File: src/rtl/cpu_pkg.sv
// Shared CPU definitions used by the memory access stage and the control unit.
//  MEM_ADDR_W / MEM_DATA_W : main RAM word-address and data widths
//  MEM_DEPTH_DFLT          : implemented RAM words
//  MEM_WAIT_CYCLES         : extra RAM cycles per access, also used by control stall logic
//  mem_state_t             : memory access FSM states
package cpu_pkg;

  localparam int unsigned MEM_ADDR_W      = 9;
  localparam int unsigned MEM_DATA_W      = 32;
  localparam int unsigned MEM_DEPTH_DFLT  = 512;
  localparam int unsigned MEM_WAIT_CYCLES = 1;
  localparam int unsigned MEM_CNT_W       = 4;

  typedef enum logic [1:0] {
    IDLE   = 2'd0,
    ACCESS = 2'd1,
    DONE   = 2'd2
  } mem_state_t;

endpackage

File: src/rtl/mem_access_unit.sv
// Memory access stage: converts level-held read/write strobes plus MAR/MDR
// contents into one timed access to synchronous RAM, with busy/done handshake.
// Optional macro MEM_ADDR_CHECK_EN: addresses >= MEM_DEPTH skip the RAM and
// complete with addr_err (reads return 0).
// Ports:
//  clk, reset            clock (rising), async active-high reset
//  read, write           held request strobes from the control unit
//  mar_addr, mdr_wdata   access address and store data
//  mdr_rdata, mdr_load   captured read data and its 1-cycle load pulse
//  mem_busy, mem_done    access in progress / 1-cycle completion pulse
//  addr_err              out-of-range completion flag
//  ram_en, ram_we, ram_addr, ram_wdata, ram_rdata   synchronous RAM port
module mem_access_unit
  import cpu_pkg::*;
#(
  parameter int unsigned ADDR_W      = MEM_ADDR_W,
  parameter int unsigned DATA_W      = MEM_DATA_W,
  parameter int unsigned MEM_DEPTH   = MEM_DEPTH_DFLT,
  parameter int unsigned WAIT_CYCLES = MEM_WAIT_CYCLES
) (
  input  logic              clk,
  input  logic              reset,
  input  logic              read,
  input  logic              write,
  input  logic [ADDR_W-1:0] mar_addr,
  input  logic [DATA_W-1:0] mdr_wdata,
  output logic [DATA_W-1:0] mdr_rdata,
  output logic              mdr_load,
  output logic              mem_busy,
  output logic              mem_done,
  output logic              addr_err,
  output logic              ram_en,
  output logic              ram_we,
  output logic [ADDR_W-1:0] ram_addr,
  output logic [DATA_W-1:0] ram_wdata,
  input  logic [DATA_W-1:0] ram_rdata
);

  localparam int unsigned CNT_W = MEM_CNT_W;

  // Elaboration-time parameter sanity
  if (MEM_DEPTH > (2 ** ADDR_W)) begin : g_bad_depth
    $error("MEM_DEPTH exceeds address space");
  end
  if (WAIT_CYCLES > 15) begin : g_bad_wait
    $error("WAIT_CYCLES out of range 0..15");
  end

`ifdef MEM_ADDR_CHECK_EN
  localparam logic [ADDR_W:0] DEPTH_LIM = (ADDR_W+1)'(MEM_DEPTH);
`endif

  mem_state_t        state, state_nxt;
  logic [CNT_W-1:0]  cnt, cnt_nxt;
  logic              armed, armed_nxt;
  logic              op_write, op_write_nxt;
  logic [ADDR_W-1:0] ram_addr_nxt;
  logic [DATA_W-1:0] ram_wdata_nxt, mdr_rdata_nxt;
  logic              ram_en_nxt, ram_we_nxt, busy_nxt, done_nxt, load_nxt, err_nxt;
  logic              addr_bad;

  // Range check on the incoming address (only meaningful in IDLE)
`ifdef MEM_ADDR_CHECK_EN
  assign addr_bad = ({1'b0, mar_addr} >= DEPTH_LIM);
`else
  assign addr_bad = 1'b0;
`endif

  // State and registered outputs
  always_ff @(posedge clk or posedge reset) begin
    if (reset) begin
      state     <= IDLE;
      cnt       <= '0;
      armed     <= 1'b1;
      op_write  <= 1'b0;
      ram_addr  <= '0;
      ram_wdata <= '0;
      mdr_rdata <= '0;
      ram_en    <= 1'b0;
      ram_we    <= 1'b0;
      mem_busy  <= 1'b0;
      mem_done  <= 1'b0;
      mdr_load  <= 1'b0;
      addr_err  <= 1'b0;
    end else begin
      state     <= state_nxt;
      cnt       <= cnt_nxt;
      armed     <= armed_nxt;
      op_write  <= op_write_nxt;
      ram_addr  <= ram_addr_nxt;
      ram_wdata <= ram_wdata_nxt;
      mdr_rdata <= mdr_rdata_nxt;
      ram_en    <= ram_en_nxt;
      ram_we    <= ram_we_nxt;
      mem_busy  <= busy_nxt;
      mem_done  <= done_nxt;
      mdr_load  <= load_nxt;
      addr_err  <= err_nxt;
    end
  end

  // Next state; outputs are computed for the upcoming state so they align with it
  always_comb begin
    state_nxt     = state;
    cnt_nxt       = cnt;
    armed_nxt     = armed;
    op_write_nxt  = op_write;
    ram_addr_nxt  = ram_addr;
    ram_wdata_nxt = ram_wdata;
    mdr_rdata_nxt = mdr_rdata;
    ram_en_nxt    = 1'b0;
    ram_we_nxt    = 1'b0;
    busy_nxt      = 1'b0;
    done_nxt      = 1'b0;
    load_nxt      = 1'b0;
    err_nxt       = 1'b0;

    // Re-arm only once both strobes have dropped: one held strobe, one access
    if (!read && !write) armed_nxt = 1'b1;

    unique case (state)
      IDLE: begin
        if (armed && (read || write)) begin
          armed_nxt     = 1'b0;
          op_write_nxt  = write;  // write wins over a simultaneous read
          ram_addr_nxt  = mar_addr;
          ram_wdata_nxt = mdr_wdata;
          cnt_nxt       = CNT_W'(WAIT_CYCLES);
          busy_nxt      = 1'b1;
          if (addr_bad) begin
            state_nxt = DONE;
            done_nxt  = 1'b1;
            err_nxt   = 1'b1;
            load_nxt  = !write;
            if (!write) mdr_rdata_nxt = '0;
          end else begin
            state_nxt  = ACCESS;
            ram_en_nxt = 1'b1;
            ram_we_nxt = write;
          end
        end
      end
      ACCESS: begin
        busy_nxt = 1'b1;
        if (cnt == '0) begin
          state_nxt = DONE;
          done_nxt  = 1'b1;
          load_nxt  = !op_write;
          if (!op_write) mdr_rdata_nxt = ram_rdata;
        end else begin
          cnt_nxt    = cnt - CNT_W'(1);
          ram_en_nxt = 1'b1;
          ram_we_nxt = op_write;
        end
      end
      DONE: begin
        state_nxt = IDLE;
      end
      default: begin
        state_nxt = IDLE;
      end
    endcase
  end

endmodule

File: config.mk
export PLATFORM = sky130hd
export DESIGN_NAME = mem_access_unit
export DESIGN_NICKNAME = d
export VERILOG_FILES = /design/src/rtl/cpu_pkg.sv /design/src/rtl/mem_access_unit.sv
export SDC_FILE = /design/constraint.sdc
export NUM_CORES = 1
export LEC_CHECK = 0
export CAP_MARGIN = 5
export CORE_MARGIN = 2
export CORE_UTILIZATION = 41
export CTS_CLUSTER_SIZE = 40
export DETAILED_ROUTE_END_ITERATION = 7
export GPL_TIMING_DRIVEN = 0
export MAX_ROUTING_LAYER = met4
export PLACE_DENSITY = 0.82
export SETUP_SLACK_MARGIN = 0.5
export SLEW_MARGIN = 10
export SYNTH_ARGS = -nofsm -noshare
export SYNTH_HDL_FRONTEND = slang
export SYNTH_SLANG_ARGS = --single-unit
File: constraint.sdc
create_clock -name clk -period 3.6 [get_ports clk]
set_input_delay 0.9 -clock clk [delete_from_list [all_inputs] [get_ports clk]]
set_output_delay 0.9 -clock clk [all_outputs]
set_load 0.005 [all_outputs]
* Word-level counts from Yosys, hierarchy flattened
Cells that the tools add are included.
** Storage, ports and cells
- Output and inout port bits :: 79
- Input bits :: 77
- Register bits :: 86
** Operators by class
- Multiplexer cells :: 20
- $add $sub $neg :: 1
- Eq/ne operators :: 4
- Bitwise gates (word level) :: 1
- Reductions and logical operators :: 13
** Operators by type and width (count)
- 2-to-1 mux 1 bit :: 11
- 2-to-1 mux 4 bit :: 2
- case mux 4 bit (2 select lines) :: 1
- != test 2 bit, second input constant :: 3
- case mux 1 bit (2 select lines) :: 3
- AND reduction 3 bit :: 2
- zero test 4 bit :: 1
- 2-to-1 mux 2 bit :: 2
- case mux 2 bit (2 select lines) :: 1
- AND reduction 2 bit :: 2
- subtractor 4 x 1 -> 4 bit, second input constant :: 1
- zero test 1 bit :: 3
- equality test 2 x 1 -> 1 bit, second input constant :: 1
- logical AND 1 bit :: 2
- zero test 2 bit :: 1
- nonzero test 2 bit :: 1
- logical OR 1 bit :: 1
- NOT 1 bit :: 1

* Logic depth before layout (Yosys ltp)
Gate-level depths: netlist of run 1.
- Word-level depth :: 5
- Depth in mapped cells :: 7
- Gate-level depth less buffers :: 5

* Worst setup path before layout of run 1
Ideal clock, no wire load.
- Path type :: input port to flip-flop
- Start point :: in write
- End point :: reg ram_addr[0]
- Arrival :: 1912 ps
- Stages on the path :: 4
- Setup slack :: 1563 ps
- Required time :: 3475 ps
- Buffers on the path :: 1
- Library setup time :: 125 ps
- Path through :: o21ai_0 nor2_2 buf_2 mux2_2
** Between the ends
- Cells in the longest elaborated chain, start to end :: 3
** Ends and longest elaborated chain
- from (decl) :: RTL line mem_access_unit.sv:24 : input logic write,
- logical OR 1 bit :: RTL line mem_access_unit.sv:123 : if (armed && (read || write)) begin
- logical AND 1 bit :: RTL line mem_access_unit.sv:123
- AND reduction 2 bit (no source line)
- to (signal assigned) :: RTL line mem_access_unit.sv:90 : ram_addr <= ram_addr_nxt;
- to (decl) :: RTL line mem_access_unit.sv:34 : output logic [ADDR_W-1:0] ram_addr,
Every way passes these cells.
A chain may end at the register's enable or synchronous reset.

* Worst setup path after layout of run 1
- Start point :: in write
- End point :: reg ram_wdata[12]
** Between the ends
- Cells in the longest elaborated chain, start to end :: 3
** Ends and longest elaborated chain
- logical OR 1 bit :: RTL line mem_access_unit.sv:123
- logical AND 1 bit :: RTL line mem_access_unit.sv:123
- AND reduction 2 bit (no source line)
- to (signal assigned) :: RTL line mem_access_unit.sv:91 : ram_wdata <= ram_wdata_nxt;
- to (decl) :: RTL line mem_access_unit.sv:35 : output logic [DATA_W-1:0] ram_wdata,
Every way passes these cells.

==> results of run 1 <==
## layout by cell type, fill, tap and decap left out
cell type        count
clkbuf_1             1
nor3_4               1
o21ai_0              3
clkinvlp_4           3
nand3_1              2
bufinv_16            1
inv_1                3
or2_0                1
mux2_2              75
a21oi_1              2
or3b_1               1
a32o_1               1
ha_1                 2
buf_4                2
nor2_2               1
nor2_1               3
or4b_1               1
o2bb2ai_1            3
buf_12               2
o21a_1               1
dfstp_2              1
buf_2                4
clkinv_2             2
inv_6                2
clkbuf_8             9
dfrtp_1             85
nand2b_1             1
mux2i_1              1
buf_6                3
or3_1                1
conb_1               1
nor2b_1              1
clkdlybuf4s50_1    154
## metal layers
metal	global-route usage, %	up-vias	share of wire [%]	routed length [µm]
met2	26.1	108	48	3320
met1	20.7	1087	43	2970
met3	3.55	17	7.1	497
met4	7.84	0	2.6	180
met5	-	-	0	0
li1	-	1052	-	-
## stage by stage
step	worst slack, ns	utilization (%)	instances	power [W]
floorplan	1.56	-	202	0.00248
CTS	1.06	67.2	476	0.00431
detailed placement	0.672	64.6	460	0.00363
finish	1.06	67.2	476	0.00424
global placement	0.740	64.1	458	0.00354
global route	0.943	67.2	476	0.00452
## area by class of cell
| cell class | count | area [µm²] | area share (%) |
|---|---|---|---|
| clock inverter | 7 | 72.6 | 1.40 |
| sequential | 86 | 2150 | 41.5 |
| tap | 102 | 128 | 2.46 |
| inverter | 4 | 18.8 | 0.362 |
| timing repair buffer | 156 | 1580 | 30.5 |
| multi-input combinational | 102 | 1040 | 20.0 |
| clock buffer | 9 | 124 | 2.39 |
| buffer | 10 | 72.6 | 1.40 |
## report_power, final
part	switching [W]	leakage, nW	internal (W)	total (W)
Clock	0.000340	0.0960	0.000323	0.000663
Combinational	0.000591	1.04	0.00131	0.00190
Sequential	0.000232	1.03	0.00145	0.00168
Total	0.00116	2.17	0.00308	0.00424
## worst max-delay path: stages
cell,delay (ns)
clkdlybuf4s50_1,0.51
o21ai_0,0.26
nor2_2,0.39
buf_2,0.32
mux2_2,0.36
## worst max path at each step
stage | start | endpoint | depth (start not counted)
floorplan | write | ram_addr[0]$_DFFE_PP0P_ | 4
detailed placement | write | ram_wdata[8]$_DFFE_PP0P_ | 5
CTS | write | ram_wdata[11]$_DFFE_PP0P_ | 5
finish | write | ram_wdata[12]$_DFFE_PP0P_ | 5
global route | write | ram_wdata[11]$_DFFE_PP0P_ | 5
global placement | write | ram_wdata[4]$_DFFE_PP0P_ | 5
## sequential cells by signal, summed over array words and instances (netlist names)
signal / flops
mem_done: 1
ram_en: 1
ram_wdata: 32
ram_addr: 9
op_write: 1
mem_busy: 1
mdr_load: 1
ram_we: 1
state: 2
mdr_rdata: 32
cnt: 4
armed: 1
## cell families (layout without fill, tap and decap cells)
| family | Yosys count | count (layout) | synth area share [%] |
|---|---|---|---|
| AND/OR/NAND/NOR | 13 | 13 | 2.67 |
| multiplexers | 76 | 76 | 26.0 |
| AO/OA/AOI/OAI | 10 | 10 | 2.10 |
| other | 1 | 1 | 0.114 |
| buffers and inverters | 14 | 186 | 2.67 |
| flip-flops | 86 | 86 | 65.6 |
| adder cells (fa/ha/maj) | 2 | 2 | 0.763 |
==> results.yml, run 1 <==
synthesis:
  syn_area_mm2: 0.00328
  yosysTopAreaCell: "dfrtp_1"
  ys_types: 26
  synth_common_cells: "dfrtp_1 (85), mux2_2 (75), buf_2 (4), inv_1 (4)"
  synth_async_sr_flop_share_pct: 100
  ys_ff_latch: 86
  synth-edff-count: 0
  yosysSeqAreaShare_pct: 65.6
  ys_warn_count: 0
  synth.top_cell.area_share_pct: 64.8
  ys_top_cells_by_area: "dfrtp_1 (65%), mux2_2 (26%), buf_6 (1.0%), dfstp_2 (0.80%), o2bb2ai_1 (0.80%)"
  syn_area_per_cell_um2: 16.2
  synth_top_flop_cell: "dfrtp_1"
  syn_nets: 281
  synth_cells: 202
  synth_most_common_cell: "dfrtp_1"
grt:
  overflow: 0
  grt_pass1_vias: 2322
  grt_pass1_wl_mm: 11.0
  grt_max_degree: 39
  antenna_found_initial: 0
  grt_util_all_layers_pct: 16.6
critical_path:
  r2r_slack_ns: 1.48
  crit_path_end_kind: "flip-flop"
  r2r-start: "cnt[0]$_DFFE_PP0P_"
  setup.worst_path.start_class: "primary input"
  worstPathRequired_ns: 3.82
  critPathMaxFanout: 10
  r2r_cells: 7
  rr_endpoint: "mdr_rdata[6]$_DFFE_PP0P_"
  cp_data_arrival_time_ns: 2.76
  worstSetupPathType: "primary input to flip-flop"
timing:
  rsz0062_at_grt: "false"
  worst_slew_pin_slew_ns: 0.666
  hold_viol: 0
  setup_tns_ns: 0
  slew_viol_final: 0
  fin_skew_ns: 0.0111
  finalCritPeriodShare_pct: 70.5
  fin_crit_ns: 2.54
  finalSetupViolCount: 0
  max_slew_margin_pct: 55.1
  clock.fmax_mhz: 394
  whs_ns: 0.485
placement:
  dpl_cell_area_mm2: 0.00499
  place_hpwl_mm: 5.38
  io_buffer_count: 154
  gp_congestion: 0.750
clock_tree:
  cts_tree: "built"
  cts_root_buf: "clkbuf_8"
  cts_made_buffers: 9
  clockBufferDepth: 2
  post_cts_buffers: 0
  ctsResizeCount: 0
  cts_num_sinks: 86
  cts_hold_buf: 0
  clk_pin_slew_ns: 0.08
  htreeDepth: 3
  clkLatencyLatePin_ns: 0.35
worst_hold_path:
  whs_path_depth: 1
  hold_path_class: "flip-flop to flip-flop"
  hp-start: "armed$_DFF_PP1_"
  whs_endpoint: "armed$_DFF_PP1_"
layout:
  fin_area_mm2: 0.00519
  fin_nets: 448
  syn_to_final_growth_pct: 58.2
  antenna_cells: 0
  layout-drive-gt1-share_pct: 28.3
  n_fill_cell: 566
floorplanning:
  fp.dieW_um: 93.5
  core_mm2: 0.00773
  die_height_um: 93.5
  dieArea_mm2: 0.00873
  io_pins: 156
  start_util_pct: 42.5
  rows: 32
drt:
  ant_nets: 0
  drt-wirelength-per-cell_um: 14.6
  viasPerCell: 4.76
  dr.pass1.iters: 4
  via_count: 2264
  drc: 0
  first_iter_violations: 69
  drt_wl_total_mm: 6.96
power:
  powerDensity_mw_per_mm2: 817
  peakVddDrop_mv: 0.467
  p_leak_nw: 2.17
job:
  cap_violations: 0
run_status:
  status: "finished, final reports clean"
Power figures use the tool's default switching activity.
==> inputs of run 2 (changes only) <==
--- a/config.mk
+++ b/config.mk
@@ -7,12 +7,12 @@
 export LEC_CHECK = 0
 export CAP_MARGIN = 5
 export CORE_MARGIN = 2
-export CORE_UTILIZATION = 41
+export CORE_UTILIZATION = 37
 export CTS_CLUSTER_SIZE = 40
 export DETAILED_ROUTE_END_ITERATION = 7
 export GPL_TIMING_DRIVEN = 0
 export MAX_ROUTING_LAYER = met4
-export PLACE_DENSITY = 0.82
+export PLACE_DENSITY = 0.79
 export SETUP_SLACK_MARGIN = 0.5
 export SLEW_MARGIN = 10
 export SYNTH_ARGS = -nofsm -noshare
==> constraint.sdc (replaced) <==
create_clock -name clk -period 2.3 [get_ports clk]
set_input_delay 0.575 -clock clk [delete_from_list [all_inputs] [get_ports clk]]
set_output_delay 0.575 -clock clk [all_outputs]
set_load 0.005 [all_outputs]
==> results.yml, run 2 (synthesis results as in run 1) <==
clock_tree:
  cts_root_buf: "clkbuf_8"
  cts_tree: "built"
  clkLatencyLatePin_ns: 0.34
  cts_num_sinks: 86
  htreeDepth: 3
  cts_made_buffers: 9
  clockBufferDepth: 2
  clk_pin_slew_ns: 0.08
floorplanning:
  die_height_um: 98.2
  start_util_pct: 37.8
  fp.dieW_um: 98.2
  core_mm2: 0.00868
  io_pins: 156
  dieArea_mm2: 0.00964
  rows: 34
layout:
  top_regs: "mdr_rdata: 32 flops, ram_wdata: 32 flops, ram_addr: 9 flops"
  layout-drive-gt1-share_pct: 34.2
  fin_cells: 509
  syn_to_final_growth_pct: 74.6
  final_cell_mix: "dfrtp_1 (85), clkdlybuf4s50_1 (81), mux2_2 (43), dlymetal6s2s_1 (39), dlygate4sd2_1 (34)"
  fin_nets: 475
  fin_area_mm2: 0.00573
  antenna_cells: 0
  final_common_cell: "dfrtp_1"
critical_path:
  crit_path_end_kind: "flip-flop"
  worstPathRequired_ns: 2.52
  r2r_cells: 8
  critPathMaxFanout: 8
  cp_data_arrival_time_ns: 2.20
  worstSetupPathType: "flip-flop to flip-flop"
  setup.worst_path.start_class: "flip-flop"
placement:
  placed_cells: 466
  pre_cts_slack_ns: -0.294
  place_hpwl_mm: 5.57
  io_buffer_count: 154
  gp_congestion: 0.745
  dpl_cell_area_mm2: 0.00500
grt:
  antenna_found_initial: 0
  overflow: 0
  grt_max_degree: 37
  grt_util_all_layers_pct: 16.5
  grt_pass1_vias: 2588
  grt_pass1_wl_mm: 12.4
timing:
  finalCritPeriodShare_pct: 86.3
  clock.fmax_mhz: 504
  worst_slew_pin_slew_ns: 0.503
  finalSetupViolCount: 0
  setup_slack_ns: 0.316
  rsz0062_at_grt: "true"
  max_slew_margin_pct: 66.4
  slew_viol_final: 0
  fin_skew_ns: 0.0157
  fin_crit_ns: 1.98
  hold_viol: 0
drt:
  ant_nets: 0
  first_iter_violations: 31
  dr.pass1.iters: 3
  drt_wl_total_mm: 8.21
  viasPerCell: 4.71
  drc: 0
  via_count: 2395
  drt-wirelength-per-cell_um: 16.1
power:
  p_leak_nw: 2.91
  total_power_w: 0.00702
  powerDensity_mw_per_mm2: 1230
  peakVddDrop_mv: 0.566
run_status:
  status: "finished, final reports clean"
job:
  cap_violations: 0
worst_hold_path:
  whs_path_depth: 1
  hold_path_class: "flip-flop to flip-flop"
## run 2: cell count changes in the layout (fill, tap and decap cells not counted), sizes merged
cell           delta
buf              +25
clkbuf            +5
clkdlybuf4s50    -73
clkinvlp          -1
dlygate4sd2      +34
dlymetal6s2s     +39
inv               -2
## run 2: metal layers
layer	track usage [%]	routed length (µm)	vias up
li1	-	-	1090
met1	19.8	3490	1189
met2	26.6	4070	106
met3	4.94	540	10
met4	5.69	110	0
met5	-	0	-
## run 2: layout make-up
class | count | area, µm²
Fill cell | 637 | 2950
Clock inverter | 4 | 47.5
Tap cell | 108 | 135
Buffer | 10 | 131
Sequential cell | 86 | 2150
Inverter | 4 | 18.8
Clock buffer | 12 | 145
Multi-Input combinational cell | 102 | 1180
Timing Repair Buffer | 183 | 1910
## run 2: worst paths after layout
kind / slack [ns] / start / to
setup / recovery: 0.32 / cnt[0]$_DFFE_PP0P_ / mdr_rdata[4]$_DFFE_PP0P_
hold / removal: 0.49 / armed$_DFF_PP1_ / armed$_DFF_PP1_
setup reg to reg: 0.32 / cnt[0]$_DFFE_PP0P_ / mdr_rdata[4]$_DFFE_PP0P_
hold reg to reg: 0.49 / armed$_DFF_PP1_ / armed$_DFF_PP1_
max in group asynchronous: 1.12 / reset / armed$_DFF_PP1_
min in group asynchronous: 0.61 / reset / ram_wdata[29]$_DFFE_PP0P_
## run 2: critical path, cell delays in order (launching register included)
cell and delay, ns:
dfrtp_1 0.39, inv_2 0.09, ha_4 0.12, or3b_1 0.35, buf_6 0.13, nor3_4 0.14, buf_12 0.18, clkbuf_16 0.16
mux2_4 0.30
## run 2: power breakdown
part | switching (W) | leakage [nW] | internal, W
combinational | 0.00109 | 1.78 | 0.00227
sequential | 0.000372 | 1.03 | 0.00227
clock | 0.000500 | 0.0964 | 0.000529
## run 2: timing repair
| item | CTS | global route |
|---|---|---|
| endpoints found under the hold margin | 0 | 0 |
| setup endpoints to repair | 112 | 108 |
| gates resized for setup | 46 | 86 |
| gates cloned | 1 | 2 |
| pin swaps | 2 | 1 |
| hold buffers | 0 | 0 |
| buffers inserted | 12 | 12 |
## run 2: metrics by stage
stage,hold slack [ns],utilization [%],setup TNS (ns)
6_report,0.495,66.0,0
2_1_floorplan,0.427,-,0
3_5_place_dp,0.463,57.7,-10.66
5_1_grt,0.516,66.0,0
3_3_place_gp,0.455,57.2,-25.55
4_1_cts,0.484,61.2,0
==> inputs of run 3 (changes only) <==
--- a/config.mk
+++ b/config.mk
@@ -6,13 +6,15 @@
 export NUM_CORES = 1
 export LEC_CHECK = 0
 export CAP_MARGIN = 5
+export CORE_ASPECT_RATIO = 0.75
 export CORE_MARGIN = 2
-export CORE_UTILIZATION = 37
+export CORE_UTILIZATION = 41
 export CTS_CLUSTER_SIZE = 40
 export DETAILED_ROUTE_END_ITERATION = 7
 export GPL_TIMING_DRIVEN = 0
 export MAX_ROUTING_LAYER = met4
-export PLACE_DENSITY = 0.79
+export PLACE_DENSITY = 0.82
+export REMOVE_ABC_BUFFERS = 1
 export SETUP_SLACK_MARGIN = 0.5
 export SLEW_MARGIN = 10
 export SYNTH_ARGS = -nofsm -noshare
==> constraint.sdc (replaced) <==
create_clock -name clk -period 2.2 [get_ports clk]
set_input_delay 0.55 -clock clk [delete_from_list [all_inputs] [get_ports clk]]
set_output_delay 0.55 -clock clk [all_outputs]
set_load 0.005 [all_outputs]
==> results.yml, run 3 (synthesis results as in run 1) <==
timing:
  hold_viol: 0
  rsz0062_at_grt: "true"
  fin_skew_ns: 0.00546
  clock.fmax_mhz: 506
  finalSetupViolCount: 0
  fin_crit_ns: 1.97
  finalCritPeriodShare_pct: 89.8
  worst_slew_pin_slew_ns: 0.645
  setup_tns_ns: 0
  max_slew_margin_pct: 57.0
  slew_viol_final: 0
critical_path:
  cp_num_buf_inv: 4
  critPathMaxStageDelay_ns: 0.40
  r2r-start: "cnt[0]$_DFFE_PP0P_"
  crit_path_end_kind: "flip-flop"
  slowest_stage: "dfrtp_1"
  r2r_cells: 8
  setup.worst_path.start_class: "flip-flop"
  worstPathRequired_ns: 2.43
  cp_data_arrival_time_ns: 2.20
  crit_chain: "inv_2, ha_4, or3b_4, nor3_4, buf_4, buf_6, buf_12, mux2_4"
  r2r_slack_ns: 0.23
  critPathMaxFanout: 5
  critPathTopFamily: "simple AND/OR/NAND/NOR gates"
  rr_endpoint: "mdr_rdata[22]$_DFFE_PP0P_"
  worstSetupPathType: "flip-flop to flip-flop"
layout:
  top_regs: "mdr_rdata: 32 flops, ram_wdata: 32 flops, ram_addr: 9 flops"
  fin_cells: 505
  fin_nets: 475
  antenna_cells: 0
  final_common_cell: "dfrtp_1"
  final_cell_mix: "dfrtp_1 (85), dlygate4sd2_1 (79), clkdlybuf4s50_1 (74), mux2_2 (43), mux2_4 (32)"
  n_fill_cell: 537
  syn_to_final_growth_pct: 72.3
  layout-drive-gt1-share_pct: 34.5
clock_tree:
  cts_made_buffers: 9
  cts_root_buf: "clkbuf_8"
  cts_hold_buf: 0
  clk_pin_slew_ns: 0.08
  cts_tree: "built"
  cts_num_sinks: 86
  htreeDepth: 3
  clkLatencyLatePin_ns: 0.34
  clockBufferDepth: 2
floorplanning:
  start_util_pct: 42.0
  dieArea_mm2: 0.00874
  die_height_um: 81.5
  rows: 28
  core_mm2: 0.00781
  io_pins: 156
  fp.dieW_um: 107
drt:
  dr.pass1.iters: 4
  ant_nets: 0
  drc: 0
  via_count: 2377
  first_iter_violations: 37
  viasPerCell: 4.71
  drt_wl_total_mm: 8.40
  drt-wirelength-per-cell_um: 16.6
grt:
  overflow: 0
  grt_max_degree: 54
  grt_pass1_vias: 2639
  grt_util_all_layers_pct: 20.7
  antenna_found_initial: 0
  grt_pass1_wl_mm: 13.2
worst_hold_path:
  whs_endpoint: "mem_busy$_DFF_PP0_"
  whs_path_depth: 1
  hold_path_class: "flip-flop to flip-flop"
  hp-start: "state[1]$_DFFE_PP0P_"
power:
  peakVddDrop_mv: 0.694
  p_leak_nw: 2.63
  powerDensity_mw_per_mm2: 1340
placement:
  io_buffer_count: 154
  placed_cells: 454
  place_hpwl_mm: 5.52
  gp_congestion: 0.732
job:
  cap_violations: 0
run_status:
  status: "finished, final reports clean"
run 3: layout make-up:
cell class	count	area (µm²)	share of cell area (%)
clock buffers	11	131	2.32
clock inverters	4	120	2.13
inverters	4	17.5	0.310
multi-input cells	102	1200	21.2
flip-flops and latches	86	2150	38.1
well taps	105	131	2.32
repair buffers	193	1900	33.6
run 3: through the flow:
step	total power, W	cell area, µm²	utilization (%)	hold WS [ns]	setup slack [ns]
after floorplan	0.00401	3210	-	0.427	-0.570
after global placement	0.00575	4880	62.5	0.448	-1.84
after detailed placement	0.00593	4940	63.3	0.473	-0.435
after CTS	0.00756	5610	71.8	0.488	0.168
after global routing	0.00800	5650	72.3	0.498	0.164
final	0.00755	5650	72.3	0.491	0.225
run 3: worst max path at each step:
stage	start	end	slack, ns	cells past startpoint
floorplan	reset	cnt[0]$_DFFE_PP0P_	-0.57	1
global placement	reset	ram_wdata[2]$_DFFE_PP0P_	-1.84	2
detailed placement	write	ram_wdata[5]$_DFFE_PP0P_	-0.43	5
CTS	cnt[0]$_DFFE_PP0P_	mdr_rdata[14]$_DFFE_PP0P_	0.17	8
global route	cnt[1]$_DFFE_PP0P_	mdr_rdata[3]$_DFFE_PP0P_	0.16	8
finish	cnt[0]$_DFFE_PP0P_	mdr_rdata[22]$_DFFE_PP0P_	0.23	8
run 3: power by group:
| part | internal, W | total, W | switching, W |
|---|---|---|---|
| combinational | 0.00224 | 0.00340 | 0.00116 |
| clock | 0.000864 | 0.00139 | 0.000521 |
| sequential | 0.00237 | 0.00276 | 0.000394 |
| total | 0.00547 | 0.00755 | 0.00208 |
run 3: layer usage:
| metal | up-vias | GRT usage [%] | wire length (µm) | part of all wire (%) |
|---|---|---|---|---|
| met2 | 79 | 34.7 | 4330 | 52 |
| li1 | 1095 | - | - | - |
| met4 | 0 | 7.79 | 152 | 1.8 |
| met1 | 1189 | 25.3 | 3540 | 42 |
| met5 | - | - | 0 | 0 |
| met3 | 14 | 3.81 | 374 | 4.5 |
run 3: repair_timing:
item,4_1_cts,5_1_grt
endpoints found under the setup margin,157,64
pin swaps,2,3
setup buffers,28,4
cloned,4,0
resized for setup,133,6
run 3: worst register-to-register path, stage by stage (launching register included):
cell     delay, ns
dfrtp_1       0.40
inv_2         0.09
ha_4          0.12
or3b_4        0.39
nor3_4        0.17
buf_4         0.15
buf_6         0.11
buf_12        0.12
mux2_4        0.30
